===== src/rtl/cs_pkg.sv =====
// cs_pkg -- shared definitions for the control sequencer.
// Opcode map, ALU op codes, FSM state and opcode-class enums, strobe bundle.
// MULDIV_EN: when defined, mul/div get their own execute sequence;
// otherwise they decode like nop.
package cs_pkg;

   localparam int OP_W   = 5;
   localparam int WAIT_W = 3;

   // Opcodes (ir[31:27]); ALU operations reuse the opcode value.
   localparam logic [OP_W-1:0] OP_LD   = 5'h00;
   localparam logic [OP_W-1:0] OP_LDI  = 5'h01;
   localparam logic [OP_W-1:0] OP_ST   = 5'h02;
   localparam logic [OP_W-1:0] OP_SUB  = 5'h03;
   localparam logic [OP_W-1:0] OP_AND  = 5'h04;
   localparam logic [OP_W-1:0] OP_OR   = 5'h05;
   localparam logic [OP_W-1:0] OP_SHL  = 5'h06;
   localparam logic [OP_W-1:0] OP_SHR  = 5'h07;
   localparam logic [OP_W-1:0] OP_SHRA = 5'h08;
   localparam logic [OP_W-1:0] OP_ROL  = 5'h09;
   localparam logic [OP_W-1:0] OP_ROR  = 5'h0A;
   localparam logic [OP_W-1:0] OP_ADDI = 5'h0B;
   localparam logic [OP_W-1:0] OP_ANDI = 5'h0C;
   localparam logic [OP_W-1:0] OP_ORI  = 5'h0D;
   localparam logic [OP_W-1:0] OP_MUL  = 5'h0E;
   localparam logic [OP_W-1:0] OP_DIV  = 5'h0F;
   localparam logic [OP_W-1:0] OP_BR   = 5'h10;
   localparam logic [OP_W-1:0] OP_JR   = 5'h11;
   localparam logic [OP_W-1:0] OP_JAL  = 5'h12;
   localparam logic [OP_W-1:0] OP_IN   = 5'h13;
   localparam logic [OP_W-1:0] OP_OUT  = 5'h14;
   localparam logic [OP_W-1:0] OP_MFHI = 5'h15;
   localparam logic [OP_W-1:0] OP_MFLO = 5'h16;
   localparam logic [OP_W-1:0] OP_NOP  = 5'h17;
   localparam logic [OP_W-1:0] OP_ADD  = 5'h18;
   localparam logic [OP_W-1:0] OP_HALT = 5'h19;

   localparam logic [OP_W-1:0] ALU_ADD = OP_ADD;

   // jal writes its return address here (datapath forces Grb to this index).
   localparam logic [3:0] JAL_LINK_REG = 4'd15;

   typedef enum logic [3:0] {
      ST_RESET, ST_T0, ST_T1, ST_T2, ST_T3, ST_T4, ST_T5, ST_T6, ST_T7, ST_HALT
   } state_t;

   typedef enum logic [3:0] {
      CL_NOP, CL_RALU, CL_IALU, CL_LD, CL_LDI, CL_ST, CL_BR, CL_JR, CL_JAL,
      CL_IN, CL_OUT, CL_MFHI, CL_MFLO, CL_MULDIV, CL_HALT
   } op_class_t;

   // Field order matches the flattened assignment in the top module.
   typedef struct packed {
      logic run;
      logic PCout, MDRout, ZHighOut, ZLowOut, HIout, LOout, InPortOut, Cout, Rout, BAout;
      logic PCin, IRin, MARin, MDRin, Yin, Zin, HIin, LOin, OutPortIn, CONN_in, Rin, incPC;
      logic Gra, Grb, Grc, read, write;
      logic [OP_W-1:0] alu_op;
   } ctl_t;

   function automatic op_class_t classify(input logic [OP_W-1:0] op);
      case (op)
         OP_ADD, OP_SUB, OP_AND, OP_OR, OP_SHL, OP_SHR, OP_SHRA, OP_ROL, OP_ROR:
            classify = CL_RALU;
         OP_ADDI, OP_ANDI, OP_ORI: classify = CL_IALU;
         OP_LD:   classify = CL_LD;
         OP_LDI:  classify = CL_LDI;
         OP_ST:   classify = CL_ST;
         OP_BR:   classify = CL_BR;
         OP_JR:   classify = CL_JR;
         OP_JAL:  classify = CL_JAL;
         OP_IN:   classify = CL_IN;
         OP_OUT:  classify = CL_OUT;
         OP_MFHI: classify = CL_MFHI;
         OP_MFLO: classify = CL_MFLO;
         OP_NOP:  classify = CL_NOP;
         OP_HALT: classify = CL_HALT;
`ifdef MULDIV_EN
         OP_MUL, OP_DIV: classify = CL_MULDIV;
`else
         OP_MUL, OP_DIV: classify = CL_NOP;
`endif
         default: classify = CL_NOP;
      endcase
   endfunction

   // Final execute state of each class: where stop is sampled.
   function automatic state_t last_exec_state(input op_class_t cl);
      case (cl)
         CL_RALU, CL_IALU, CL_LDI: last_exec_state = ST_T5;
         CL_LD, CL_ST:             last_exec_state = ST_T7;
         CL_BR, CL_MULDIV:         last_exec_state = ST_T6;
         CL_JAL:                   last_exec_state = ST_T4;
         default:                  last_exec_state = ST_T3;
      endcase
   endfunction

endpackage


===== src/rtl/control_sequencer_if.sv =====
// control_sequencer_if -- IR/condition/run-control inputs and all datapath
// strobes of the control sequencer. master = sequencer, slave = datapath.
interface control_sequencer_if;
   import cs_pkg::*;

   logic [31:0]     ir;
   logic            con_ff;
   logic            stop;
   logic            start;
   logic            run;
   logic            PCout, MDRout, ZHighOut, ZLowOut, HIout, LOout, InPortOut, Cout, Rout, BAout;
   logic            PCin, IRin, MARin, MDRin, Yin, Zin, HIin, LOin, OutPortIn, CONN_in, Rin, incPC;
   logic            Gra, Grb, Grc, read, write;
   logic [OP_W-1:0] alu_op;

   modport master (
      input  ir, con_ff, stop, start,
      output run,
      output PCout, MDRout, ZHighOut, ZLowOut, HIout, LOout, InPortOut, Cout, Rout, BAout,
      output PCin, IRin, MARin, MDRin, Yin, Zin, HIin, LOin, OutPortIn, CONN_in, Rin, incPC,
      output Gra, Grb, Grc, read, write, alu_op
   );

   modport slave (
      output ir, con_ff, stop, start,
      input  run,
      input  PCout, MDRout, ZHighOut, ZLowOut, HIout, LOout, InPortOut, Cout, Rout, BAout,
      input  PCin, IRin, MARin, MDRin, Yin, Zin, HIin, LOin, OutPortIn, CONN_in, Rin, incPC,
      input  Gra, Grb, Grc, read, write, alu_op
   );
endinterface


===== src/rtl/cs_wait_ctr.sv =====
// cs_wait_ctr -- 3-bit load/decrement counter timing memory-read holds.
// done_o is high whenever the count has reached zero.
module cs_wait_ctr
   import cs_pkg::*;
(
   input  logic              clk,
   input  logic              clr,
   input  logic              load_i,
   input  logic [WAIT_W-1:0] load_val_i,
   input  logic              dec_i,
   output logic              done_o
);
   logic [WAIT_W-1:0] count_q, count_d;

   // Load wins over decrement; the count never wraps below zero.
   always_comb begin
      count_d = count_q;
      if (load_i)
         count_d = load_val_i;
      else if (dec_i && count_q != '0)
         count_d = count_q - 1'b1;
   end

   // Count register, cleared asynchronously with the sequencer.
   always_ff @(posedge clk or negedge clr) begin
      if (!clr) count_q <= '0;
      else      count_q <= count_d;
   end

   assign done_o = (count_q == '0);
endmodule


===== src/rtl/control_sequencer.sv =====
// control_sequencer -- Moore control unit: fetch (T0-T2), execute (T3-T7),
// RESET and HALT. Strobes are decoded from the state register and the
// (registered) IR opcode / CONN flag only; stop/start only steer transitions.
// MULDIV_EN: enables the mul/div execute sequence (else they act as nop).
module control_sequencer
   import cs_pkg::*;
#(
   parameter int MEM_WAIT        = 1,
   parameter int RESET_PC_CYCLES = 1
) (
   input  logic                clk,
   input  logic                clr,
   control_sequencer_if.master bus
);
   localparam logic [WAIT_W-1:0] WAIT_LOAD = WAIT_W'(MEM_WAIT - 1);
   localparam logic [1:0]        RST_LAST  = 2'(RESET_PC_CYCLES - 1);

   state_t     state_q;
   logic [1:0] rst_cnt_q;
   op_class_t  op_class;
   logic       ctr_load, ctr_dec, wait_done;
   ctl_t       ctl;
   logic       unused_ir;

   assign op_class  = classify(bus.ir[31:27]);
   assign unused_ir = ^bus.ir[26:0];

   // Memory-read holds: armed entering T1 (from T0) and ld's T6 (from T5).
   assign ctr_load = (state_q == ST_T0) || (state_q == ST_T5 && op_class == CL_LD);
   assign ctr_dec  = ((state_q == ST_T1) || (state_q == ST_T6 && op_class == CL_LD)) && !wait_done;

   cs_wait_ctr u_wait (
      .clk        (clk),
      .clr        (clr),
      .load_i     (ctr_load),
      .load_val_i (WAIT_LOAD),
      .dec_i      (ctr_dec),
      .done_o     (wait_done)
   );

   // State sequencing; stop is looked at only in the final execute state.
   always_ff @(posedge clk or negedge clr) begin
      if (!clr) begin
         state_q   <= ST_RESET;
         rst_cnt_q <= '0;
      end else begin
         case (state_q)
            ST_RESET: begin
               if (rst_cnt_q == RST_LAST) begin
                  state_q   <= ST_T0;
                  rst_cnt_q <= '0;
               end else begin
                  rst_cnt_q <= rst_cnt_q + 2'd1;
               end
            end
            ST_T0:   state_q <= ST_T1;
            ST_T1:   if (wait_done) state_q <= ST_T2;
            ST_T2:   state_q <= ST_T3;
            ST_HALT: if (bus.start) state_q <= ST_T0;
            default: begin
               if (op_class == CL_HALT)
                  state_q <= ST_HALT;
               else if (state_q == last_exec_state(op_class))
                  state_q <= bus.stop ? ST_HALT : ST_T0;
               else if (!(state_q == ST_T6 && op_class == CL_LD && !wait_done))
                  state_q <= state_t'(state_q + 4'd1);
            end
         endcase
      end
   end

   // Strobe decode per state and opcode class; alu_op defaults to ADD.
   always_comb begin
      ctl        = '0;
      ctl.run    = 1'b1;
      ctl.alu_op = ALU_ADD;
      case (state_q)
         ST_RESET: begin ctl.run = 1'b0; ctl.alu_op = '0; end
         ST_HALT:  ctl.run = 1'b0;
         ST_T0:    begin ctl.PCout = 1'b1; ctl.MARin = 1'b1; ctl.incPC = 1'b1; end
         ST_T1:    begin ctl.read = 1'b1; ctl.MDRin = 1'b1; end
         ST_T2:    begin ctl.MDRout = 1'b1; ctl.IRin = 1'b1; end
         ST_T3: case (op_class)
            CL_RALU, CL_IALU:    begin ctl.Grb = 1'b1; ctl.Rout = 1'b1; ctl.Yin = 1'b1; end
            CL_LD, CL_LDI, CL_ST: begin ctl.Grb = 1'b1; ctl.BAout = 1'b1; ctl.Yin = 1'b1; end
            CL_BR:     begin ctl.Gra = 1'b1; ctl.Rout = 1'b1; ctl.CONN_in = 1'b1; end
            CL_JR:     begin ctl.Gra = 1'b1; ctl.Rout = 1'b1; ctl.PCin = 1'b1; end
            CL_JAL:    begin ctl.PCout = 1'b1; ctl.Grb = 1'b1; ctl.Rin = 1'b1; end
            CL_IN:     begin ctl.InPortOut = 1'b1; ctl.Gra = 1'b1; ctl.Rin = 1'b1; end
            CL_OUT:    begin ctl.Gra = 1'b1; ctl.Rout = 1'b1; ctl.OutPortIn = 1'b1; end
            CL_MFHI:   begin ctl.HIout = 1'b1; ctl.Gra = 1'b1; ctl.Rin = 1'b1; end
            CL_MFLO:   begin ctl.LOout = 1'b1; ctl.Gra = 1'b1; ctl.Rin = 1'b1; end
            CL_MULDIV: begin ctl.Gra = 1'b1; ctl.Rout = 1'b1; ctl.Yin = 1'b1; end
            default: ;
         endcase
         ST_T4: case (op_class)
            CL_RALU:   begin ctl.Grc = 1'b1; ctl.Rout = 1'b1; ctl.Zin = 1'b1; ctl.alu_op = bus.ir[31:27]; end
            CL_IALU:   begin ctl.Cout = 1'b1; ctl.Zin = 1'b1; ctl.alu_op = bus.ir[31:27]; end
            CL_LD, CL_LDI, CL_ST: begin ctl.Cout = 1'b1; ctl.Zin = 1'b1; end
            CL_BR:     begin ctl.PCout = 1'b1; ctl.Yin = 1'b1; end
            CL_JAL:    begin ctl.Gra = 1'b1; ctl.Rout = 1'b1; ctl.PCin = 1'b1; end
            CL_MULDIV: begin ctl.Grb = 1'b1; ctl.Rout = 1'b1; ctl.Zin = 1'b1; ctl.alu_op = bus.ir[31:27]; end
            default: ;
         endcase
         ST_T5: case (op_class)
            CL_RALU, CL_IALU, CL_LDI: begin ctl.ZLowOut = 1'b1; ctl.Gra = 1'b1; ctl.Rin = 1'b1; end
            CL_LD, CL_ST: begin ctl.ZLowOut = 1'b1; ctl.MARin = 1'b1; end
            CL_BR:        begin ctl.Cout = 1'b1; ctl.Zin = 1'b1; end
            CL_MULDIV:    begin ctl.ZLowOut = 1'b1; ctl.LOin = 1'b1; end
            default: ;
         endcase
         ST_T6: case (op_class)
            CL_LD:     begin ctl.read = 1'b1; ctl.MDRin = 1'b1; end
            CL_ST:     begin ctl.Gra = 1'b1; ctl.Rout = 1'b1; ctl.MDRin = 1'b1; end
            CL_BR:     begin ctl.ZLowOut = 1'b1; ctl.PCin = bus.con_ff; end
            CL_MULDIV: begin ctl.ZHighOut = 1'b1; ctl.HIin = 1'b1; end
            default: ;
         endcase
         ST_T7: case (op_class)
            CL_LD:   begin ctl.MDRout = 1'b1; ctl.Gra = 1'b1; ctl.Rin = 1'b1; end
            CL_ST:   ctl.write = 1'b1;
            default: ;
         endcase
         default: ;
      endcase
   end

   assign {bus.run,
           bus.PCout, bus.MDRout, bus.ZHighOut, bus.ZLowOut, bus.HIout, bus.LOout,
           bus.InPortOut, bus.Cout, bus.Rout, bus.BAout,
           bus.PCin, bus.IRin, bus.MARin, bus.MDRin, bus.Yin, bus.Zin, bus.HIin, bus.LOin,
           bus.OutPortIn, bus.CONN_in, bus.Rin, bus.incPC,
           bus.Gra, bus.Grb, bus.Grc, bus.read, bus.write, bus.alu_op} = ctl;
endmodule

===== src/flat_wrapper.sv =====
// flat-port wrapper written by rule: the top's interface ports become plain ports
module control_sequencer_flat import cs_pkg::*;
#(
   parameter int MEM_WAIT        = 1,
   parameter int RESET_PC_CYCLES = 1
)
  (clk, clr, bus_ir, bus_con_ff, bus_stop, bus_start, bus_run, bus_PCout, bus_MDRout, bus_ZHighOut, bus_ZLowOut, bus_HIout, bus_LOout, bus_InPortOut, bus_Cout, bus_Rout, bus_BAout, bus_PCin, bus_IRin, bus_MARin, bus_MDRin, bus_Yin, bus_Zin, bus_HIin, bus_LOin, bus_OutPortIn, bus_CONN_in, bus_Rin, bus_incPC, bus_Gra, bus_Grb, bus_Grc, bus_read, bus_write, bus_alu_op);
  control_sequencer_if bus_i ();
  input  logic clk;
  input  logic clr;
  input wire logic [$bits(bus_i.ir)-1:0] bus_ir;
  input wire logic [$bits(bus_i.con_ff)-1:0] bus_con_ff;
  input wire logic [$bits(bus_i.stop)-1:0] bus_stop;
  input wire logic [$bits(bus_i.start)-1:0] bus_start;
  output wire logic [$bits(bus_i.run)-1:0] bus_run;
  output wire logic [$bits(bus_i.PCout)-1:0] bus_PCout;
  output wire logic [$bits(bus_i.MDRout)-1:0] bus_MDRout;
  output wire logic [$bits(bus_i.ZHighOut)-1:0] bus_ZHighOut;
  output wire logic [$bits(bus_i.ZLowOut)-1:0] bus_ZLowOut;
  output wire logic [$bits(bus_i.HIout)-1:0] bus_HIout;
  output wire logic [$bits(bus_i.LOout)-1:0] bus_LOout;
  output wire logic [$bits(bus_i.InPortOut)-1:0] bus_InPortOut;
  output wire logic [$bits(bus_i.Cout)-1:0] bus_Cout;
  output wire logic [$bits(bus_i.Rout)-1:0] bus_Rout;
  output wire logic [$bits(bus_i.BAout)-1:0] bus_BAout;
  output wire logic [$bits(bus_i.PCin)-1:0] bus_PCin;
  output wire logic [$bits(bus_i.IRin)-1:0] bus_IRin;
  output wire logic [$bits(bus_i.MARin)-1:0] bus_MARin;
  output wire logic [$bits(bus_i.MDRin)-1:0] bus_MDRin;
  output wire logic [$bits(bus_i.Yin)-1:0] bus_Yin;
  output wire logic [$bits(bus_i.Zin)-1:0] bus_Zin;
  output wire logic [$bits(bus_i.HIin)-1:0] bus_HIin;
  output wire logic [$bits(bus_i.LOin)-1:0] bus_LOin;
  output wire logic [$bits(bus_i.OutPortIn)-1:0] bus_OutPortIn;
  output wire logic [$bits(bus_i.CONN_in)-1:0] bus_CONN_in;
  output wire logic [$bits(bus_i.Rin)-1:0] bus_Rin;
  output wire logic [$bits(bus_i.incPC)-1:0] bus_incPC;
  output wire logic [$bits(bus_i.Gra)-1:0] bus_Gra;
  output wire logic [$bits(bus_i.Grb)-1:0] bus_Grb;
  output wire logic [$bits(bus_i.Grc)-1:0] bus_Grc;
  output wire logic [$bits(bus_i.read)-1:0] bus_read;
  output wire logic [$bits(bus_i.write)-1:0] bus_write;
  output wire logic [$bits(bus_i.alu_op)-1:0] bus_alu_op;
  assign bus_i.ir = bus_ir;
  assign bus_i.con_ff = bus_con_ff;
  assign bus_i.stop = bus_stop;
  assign bus_i.start = bus_start;
  assign bus_run = bus_i.run;
  assign bus_PCout = bus_i.PCout;
  assign bus_MDRout = bus_i.MDRout;
  assign bus_ZHighOut = bus_i.ZHighOut;
  assign bus_ZLowOut = bus_i.ZLowOut;
  assign bus_HIout = bus_i.HIout;
  assign bus_LOout = bus_i.LOout;
  assign bus_InPortOut = bus_i.InPortOut;
  assign bus_Cout = bus_i.Cout;
  assign bus_Rout = bus_i.Rout;
  assign bus_BAout = bus_i.BAout;
  assign bus_PCin = bus_i.PCin;
  assign bus_IRin = bus_i.IRin;
  assign bus_MARin = bus_i.MARin;
  assign bus_MDRin = bus_i.MDRin;
  assign bus_Yin = bus_i.Yin;
  assign bus_Zin = bus_i.Zin;
  assign bus_HIin = bus_i.HIin;
  assign bus_LOin = bus_i.LOin;
  assign bus_OutPortIn = bus_i.OutPortIn;
  assign bus_CONN_in = bus_i.CONN_in;
  assign bus_Rin = bus_i.Rin;
  assign bus_incPC = bus_i.incPC;
  assign bus_Gra = bus_i.Gra;
  assign bus_Grb = bus_i.Grb;
  assign bus_Grc = bus_i.Grc;
  assign bus_read = bus_i.read;
  assign bus_write = bus_i.write;
  assign bus_alu_op = bus_i.alu_op;
  control_sequencer #(.MEM_WAIT(MEM_WAIT), .RESET_PC_CYCLES(RESET_PC_CYCLES)) u_core (.clk(clk), .clr(clr), .bus(bus_i));
endmodule

===== config.mk =====
export PLATFORM = sky130hd
export DESIGN_NAME = control_sequencer_flat
export DESIGN_NICKNAME = d
export VERILOG_FILES = /design/src/rtl/cs_pkg.sv /design/src/rtl/control_sequencer_if.sv /design/src/rtl/cs_wait_ctr.sv /design/src/rtl/control_sequencer.sv /design/src/flat_wrapper.sv
export SDC_FILE = /design/constraint.sdc
export NUM_CORES = 1
export LEC_CHECK = 0
export BUFFER_PORTS_ARGS = -buffer_cell sky130_fd_sc_hd__buf_2
export CORE_MARGIN = 2
export CORE_UTILIZATION = 49
export CTS_CLUSTER_SIZE = 28
export DETAILED_ROUTE_END_ITERATION = 10
export GPL_TIMING_DRIVEN = 0
export PLACE_DENSITY = 0.9
export SLEW_MARGIN = 25
export SYNTH_ARGS = -nofsm -noshare
export SYNTH_HDL_FRONTEND = slang
export SYNTH_SLANG_ARGS = --single-unit
export TNS_END_PERCENT = 50

===== constraint.sdc =====
create_clock -name clk -period 2.74 [get_ports clk]
set_clock_uncertainty 0.05 [all_clocks]
set_input_delay 0.274 -clock clk [delete_from_list [all_inputs] [get_ports clk]]
set_output_delay 0.274 -clock clk [all_outputs]
set_load 0.05 [all_outputs]

# After elaboration in Yosys (flattened, before gate mapping)
# Memories as Yosys holds them, arrays and structs flattened.
# Index checks and enable logic that the tools add are counted.
# Widths: inputs -> output; s select.
# totals
register_bits	9
rom_bits	192
in_bits	37
mem_count	2
# op_classes
addsub	3
eq_ne	28
mux	61
n_reduce_logical	27
# memory_table
memory	depth	width	read_ports	rd_clocked_by_memory_dff	wr	line	text
(no name shown)	32	4	1	0	0	cs_pkg.sv:62	case (op)
(no name shown)	16	4	1	0	0	cs_pkg.sv:89	case (cl)
# op_table
op	n
$eq 4x4->1 const B	9
$mux 4	9
$eq 4x3->1 const B	8
$mux 1	30
$pmux 4 s5	1
$pmux 1 s2	9
$reduce_or 6->1	3
$eq 4x2->1 const B	4
$pmux 1 s3	4
$reduce_or 3->1	4
$pmux 5 s2	1
$mux 3	3
$eq 4x1->1 const B	2
$ne 8x4->1 const B	1
$reduce_or 4->1	2
$reduce_or 7->1	1
$logic_and 1x1->1	5
$mux 5	1
$pmux 1 s5	1
$reduce_or 5->1	1
$add 4x1->4 const B	1
$eq 4x4->1	1
$logic_not 4->1	1
$mux 2	2
12 further kinds	15

# Longest topological paths before layout
# An unclocked memory read counts as a cell.
# logic_depth
ltp_word	8
mapped_depth	14
mapped_depth_nobuf	13

# By module
# Synthesis repeated with hierarchy kept, for this count alone.
# hier_totals
hier_cells	227
hier_area_um2	1649.1
# by_module_without_submodules
module	instances	cells_each	area_per_inst_um2
control_sequencer	1	208	1441.4
cs_wait_ctr	1	19	207.7

# Worst setup path before layout
# No wires, ideal clock.
# synth_path
path_kind	input-to-reg
start	input bus_ir[28]
end	register u_core.state_q[2]
setup_ns	0.126
t_arrival_ns	3.139
required_time_ns	2.564
slack_ns	-0.575
cell_stages	13
path_buffers	1
cell_sequence	inv_1 > ha_1 > mux2i_1 > a221oi_1 > a21oi_1 > inv_1 > ha_1 > nand4_1 > o21ai_1 > and2_1 > clkbuf_1 > nor2_1 > a311o_1
# synth_between
elab_chain_len	8
elab_cells_between_ends	14
cone_classes	eq/ne (4); mux (5); reduce/logical (3); memory (2)
# synth_rtl
element	line	text
from (decl)	flat_wrapper.sv:11	input wire logic [$bits(bus_i.ir)-1:0] bus_ir;
$mem_v2 32x4 (*)	--	
$mem_v2 16x4	--	
$mux 4	control_sequencer.sv:61	if (op_class == CL_HALT)
$mux 4	control_sequencer.sv:47	case (state_q)
$eq 4x4->1	control_sequencer.sv:63	else if (state_q == last_exec_state(op_class))
$mux 4	control_sequencer.sv:63	
$mux 4	control_sequencer.sv:61	
$pmux 4 s5	control_sequencer.sv:47	
to (signal assigned)	control_sequencer.sv:64	state_q <= bus.stop ? ST_HALT : ST_T0;
to (signal assigned)	control_sequencer.sv:66	state_q <= state_t'(state_q + 4'd1);
to (decl)	control_sequencer.sv:18	state_t state_q;
# Mark *: on every way between the ends. The rest lies on a longest branch, timed or not. The select of a mux whose other input is x is not followed.
# A chain may end at the register's enable or synchronous reset.

# Worst setup path in the final report
# layout_path
start	input bus_ir[29]
end	register u_core.state_q[1]
# Same word-level chain as after synthesis.

==> out/results.md <==
* 0.000355 V — largest voltage drop on the vdd net
* 0.00239 sq mm — final standard cell area without fillers
* yes — clock tree from TritonCTS
* 11 — largest net degree at the start of global routing
* 26.1% — total routing usage reported by global routing
* 431 ps — Least-Margin Pin Slew
* 40.9 ps — PnR worst setup slack
* 1685 — via count of the first global-routing pass
* 4 — number of buffer and inverter instances along the worst setup path
* 8 — maximum net fanout on the critical path
* u_core.state_q[1] — Critical R2R Launch
* 61.6 microns — height of the die
* 9 — Synth Register Bits
* 9 — clock sink total
* bus_ir[29] — CP startpoint
* 0 — count of flip-flops with a built-in enable after synthesis
* 5 — first-pass detailed-route iteration total
* compound AO/OA/AOI/OAI gates — kind of cell with the highest combined delay on the critical path
* 2870 ps — required arrival time at the worst endpoint
* 0 — grt total ovfl
* 370 MHz — fmax
* sky130_fd_sc_hd__buf_2 — most common cell after layout, fill and taps aside
* 3 — Inserted Clock Buffers
* 0 — number of hold violations in the final report
* 1.01 mW — net switching power figure
* 262 — number of design-rule violations left by the first detailed-router iteration
* 20 — standard-cell rows
* 0.675 mW — internal power contribution
* 71.1% — relative max-transition margin
* 258 ps — final hold slack
* 100% — async set-or-reset flop fraction in the synthesized netlist
* 12.8% — Reg power frac
* 61.6 microns — Horiz. Die Dim
* 260 ps — clock latency reported for the late side of the worst-skew pair
* 0.00196 sq mm — Post-Place Cell Area
* 0 — final setup violating endpoints
* 6.01 — detailed-route vias per instance
* bus_start — launch instance of the worst min-delay path
* finished clean — outcome
* 1 — count of H-tree levels built during CTS
* 5260 microns — WL final
* 2830 ps — Worst EP arrival
* 13.9% — portion of the post-synthesis area used by sequential elements
* 0.00379 sq mm — die area
* 1.08 nW — Pleak
* 7510 microns — global-route wire length before repair
* 98.5% — final worst path period share
* 45.4% — share of post-route cells with drive strength above 1
* 500 ps — delay of the slowest cell on the worst path
* 30 x sky130_fd_sc_hd__buf_2, 24 x sky130_fd_sc_hd__nand2_1, 24 x sky130_fd_sc_hd__nor2_1, 19 x sky130_fd_sc_hd__buf_4, 12 x sky130_fd_sc_hd__ha_1 — highest-count cells in the layout ignoring fill and taps
* 81.3% — combinational share of power
* 7.35 sq um — syn_area_per_cell
* 0 — number of antenna violations at the first check in global routing
* 0 — final-report max-slew violation count
* 0 — max-cap check violation count
* 0 — Detail Route Antenna Nets
* 0.00163 sq mm — post-synthesis instance area
* 46.9% — growth of design area from synthesis to finish
* 2 — maximum buffer depth of the clock tree
* 56 — Yosys cell types
* sky130_fd_sc_hd__or4b_1 — CP max-delay cell
* 70 — IO Pins
* 0 — diode insertion count for antenna repair
* buf_2, buf_8, nor2_2, a21oi_1, a221oi_1, a31oi_1, buf_4, inv_4, ha_4, mux2i_1, o21ai_0, xnor2_1, nor3_4, or4b_1, a41oi_2 — ordered list of cells on the worst path
* true — setup repair after global routing missed its margin
* 42 — IO buf count
* sky130_fd_sc_hd__clkbuf_4 — clock root cell
* primary input to flip-flop — critical path class
* 2700 ps — time the worst path needs with I/O delays and setup
* 1959 — routed vias
* 338 — Net count, final
* sky130_fd_sc_hd__dfrtp_1 — most frequently used flop master after synthesis
* 0 ps — Setup Total Neg Slack
* 59.9% — switching share of power
* primary input — startpoint type of the worst setup path
* 52.4% — Starting Density
* 221 — synthesized instance count
* 60 ps — clock-pin transition on the worst setup and hold timing paths
* 5.9% — Clock power frac
* 0 — Yosys warnings
* primary input to flip-flop — HP Class
* 16.1 microns — average wire length per cell after detail routing
* 0.950 — routability congestion estimate
* 0 — drc violations
* 0.00310 sq mm — core region area
* 276 — Net Count, Synth
* -480 ps — Post-Place Worst Slack
* 1.68 mW — total design power
* 705 mW/mm^2 — areal power density over the cells
* flip-flop — critical path capture point type
* 3510 microns — sum of net half-perimeters after detailed placement
-- tightest hold or removal path: stages --
cell and delay (ps):
sky130_fd_sc_hd__buf_2 70, sky130_fd_sc_hd__nand3b_1 120, sky130_fd_sc_hd__o31ai_2 70
-- final cells by class --
type	count	area, sq um
tap	44	55.1
sequential	9	225
multi-input combinational	187	1550
buffer	10	86.3
timing repair buffer	57	382
inverter	15	61.3
fill	199	716
clock buffer	4	26.3
-- per-layer routing --
metal	share of wire [%]	vias up	global-route usage, %	wire length, microns
li1	-	918	-	-
met1	41	919	32.8	2170
met2	50	100	43.0	2610
met3	6.5	22	5.46	343
met4	2.7	0	10.9	141
met5	0	-	0	0
-- registers in the layout, indices dropped and copies added, names as in the netlist --
| name | cells |
|---|---|
| u_core.state_q | 4 |
| u_core.u_wait.count_q | 3 |
| u_core.rst_cnt_q | 2 |
-- cell usage after synthesis (6+ instances only) --
cell type,count,area share (%)
sky130_fd_sc_hd__a21oi_1,7,2.2
sky130_fd_sc_hd__and3_1,6,2.3
sky130_fd_sc_hd__clkbuf_1,6,1.4
sky130_fd_sc_hd__dfrtp_1,9,14
sky130_fd_sc_hd__ha_1,18,14
sky130_fd_sc_hd__inv_1,15,3.5
sky130_fd_sc_hd__nand2_1,26,6.0
sky130_fd_sc_hd__nand3_1,6,1.8
sky130_fd_sc_hd__nor2_1,30,6.9
sky130_fd_sc_hd__nor2b_1,6,2.3
sky130_fd_sc_hd__o21ai_0,9,2.8
sky130_fd_sc_hd__o22ai_1,9,3.5
-- path summary, 6_finish.rpt --
check / end / cells after the start / slack (ps)
setup / recovery: u_core.state_q[1] / 15 / 40
hold / removal: u_core.state_q[3] / 3 / 260
setup reg to reg: u_core.state_q[1] / 7 / 500
hold reg to reg: u_core.rst_cnt_q[0] / 1 / 480
max in group asynchronous: u_core.rst_cnt_q[1] / 2 / 2070
min in group asynchronous: u_core.u_wait.count_q[1] / 2 / 380
-- metrics by stage --
stage	utilization, %	instances
after floorplan	-	221
after global placement	63.1	307
after detailed placement	63.1	307
after CTS	70.2	321
after global routing	76.9	326
final	76.9	326
-- what timing repair did --
item / in CTS / in global routing
endpoints found under the hold margin: 9 / 0
setup endpoints to repair: 31 / 24
gates resized for setup: 31 / 52
hold buffers: 1 / 0
pin swaps: 8 / 18
buffers inserted: 9 / 5
-- cells by family after synthesis --
logic type	after synthesis	share of synthesized area, %
buffers and inverters	25	6.93
DFF	9	13.9
AOI/OAI and AO/OA	58	27.6
adders and majority gates	18	13.9
and+or+nand+nor	99	30.6
xor gates and xnor gates	5	2.69
muxes	7	4.54
-- power by group through the flow --
stage / Clock [mW] / Combinational [mW] / Sequential, mW
2_1_floorplan: 0 / 0.944 / 0.202
3_3_place_gp: 0 / 1.16 / 0.212
3_5_place_dp: 0 / 1.18 / 0.213
4_1_cts: 0.103 / 1.23 / 0.210
5_1_grt: 0.115 / 1.45 / 0.221
6_report: 0.0991 / 1.37 / 0.215
(Power assumes the default switching activity.)
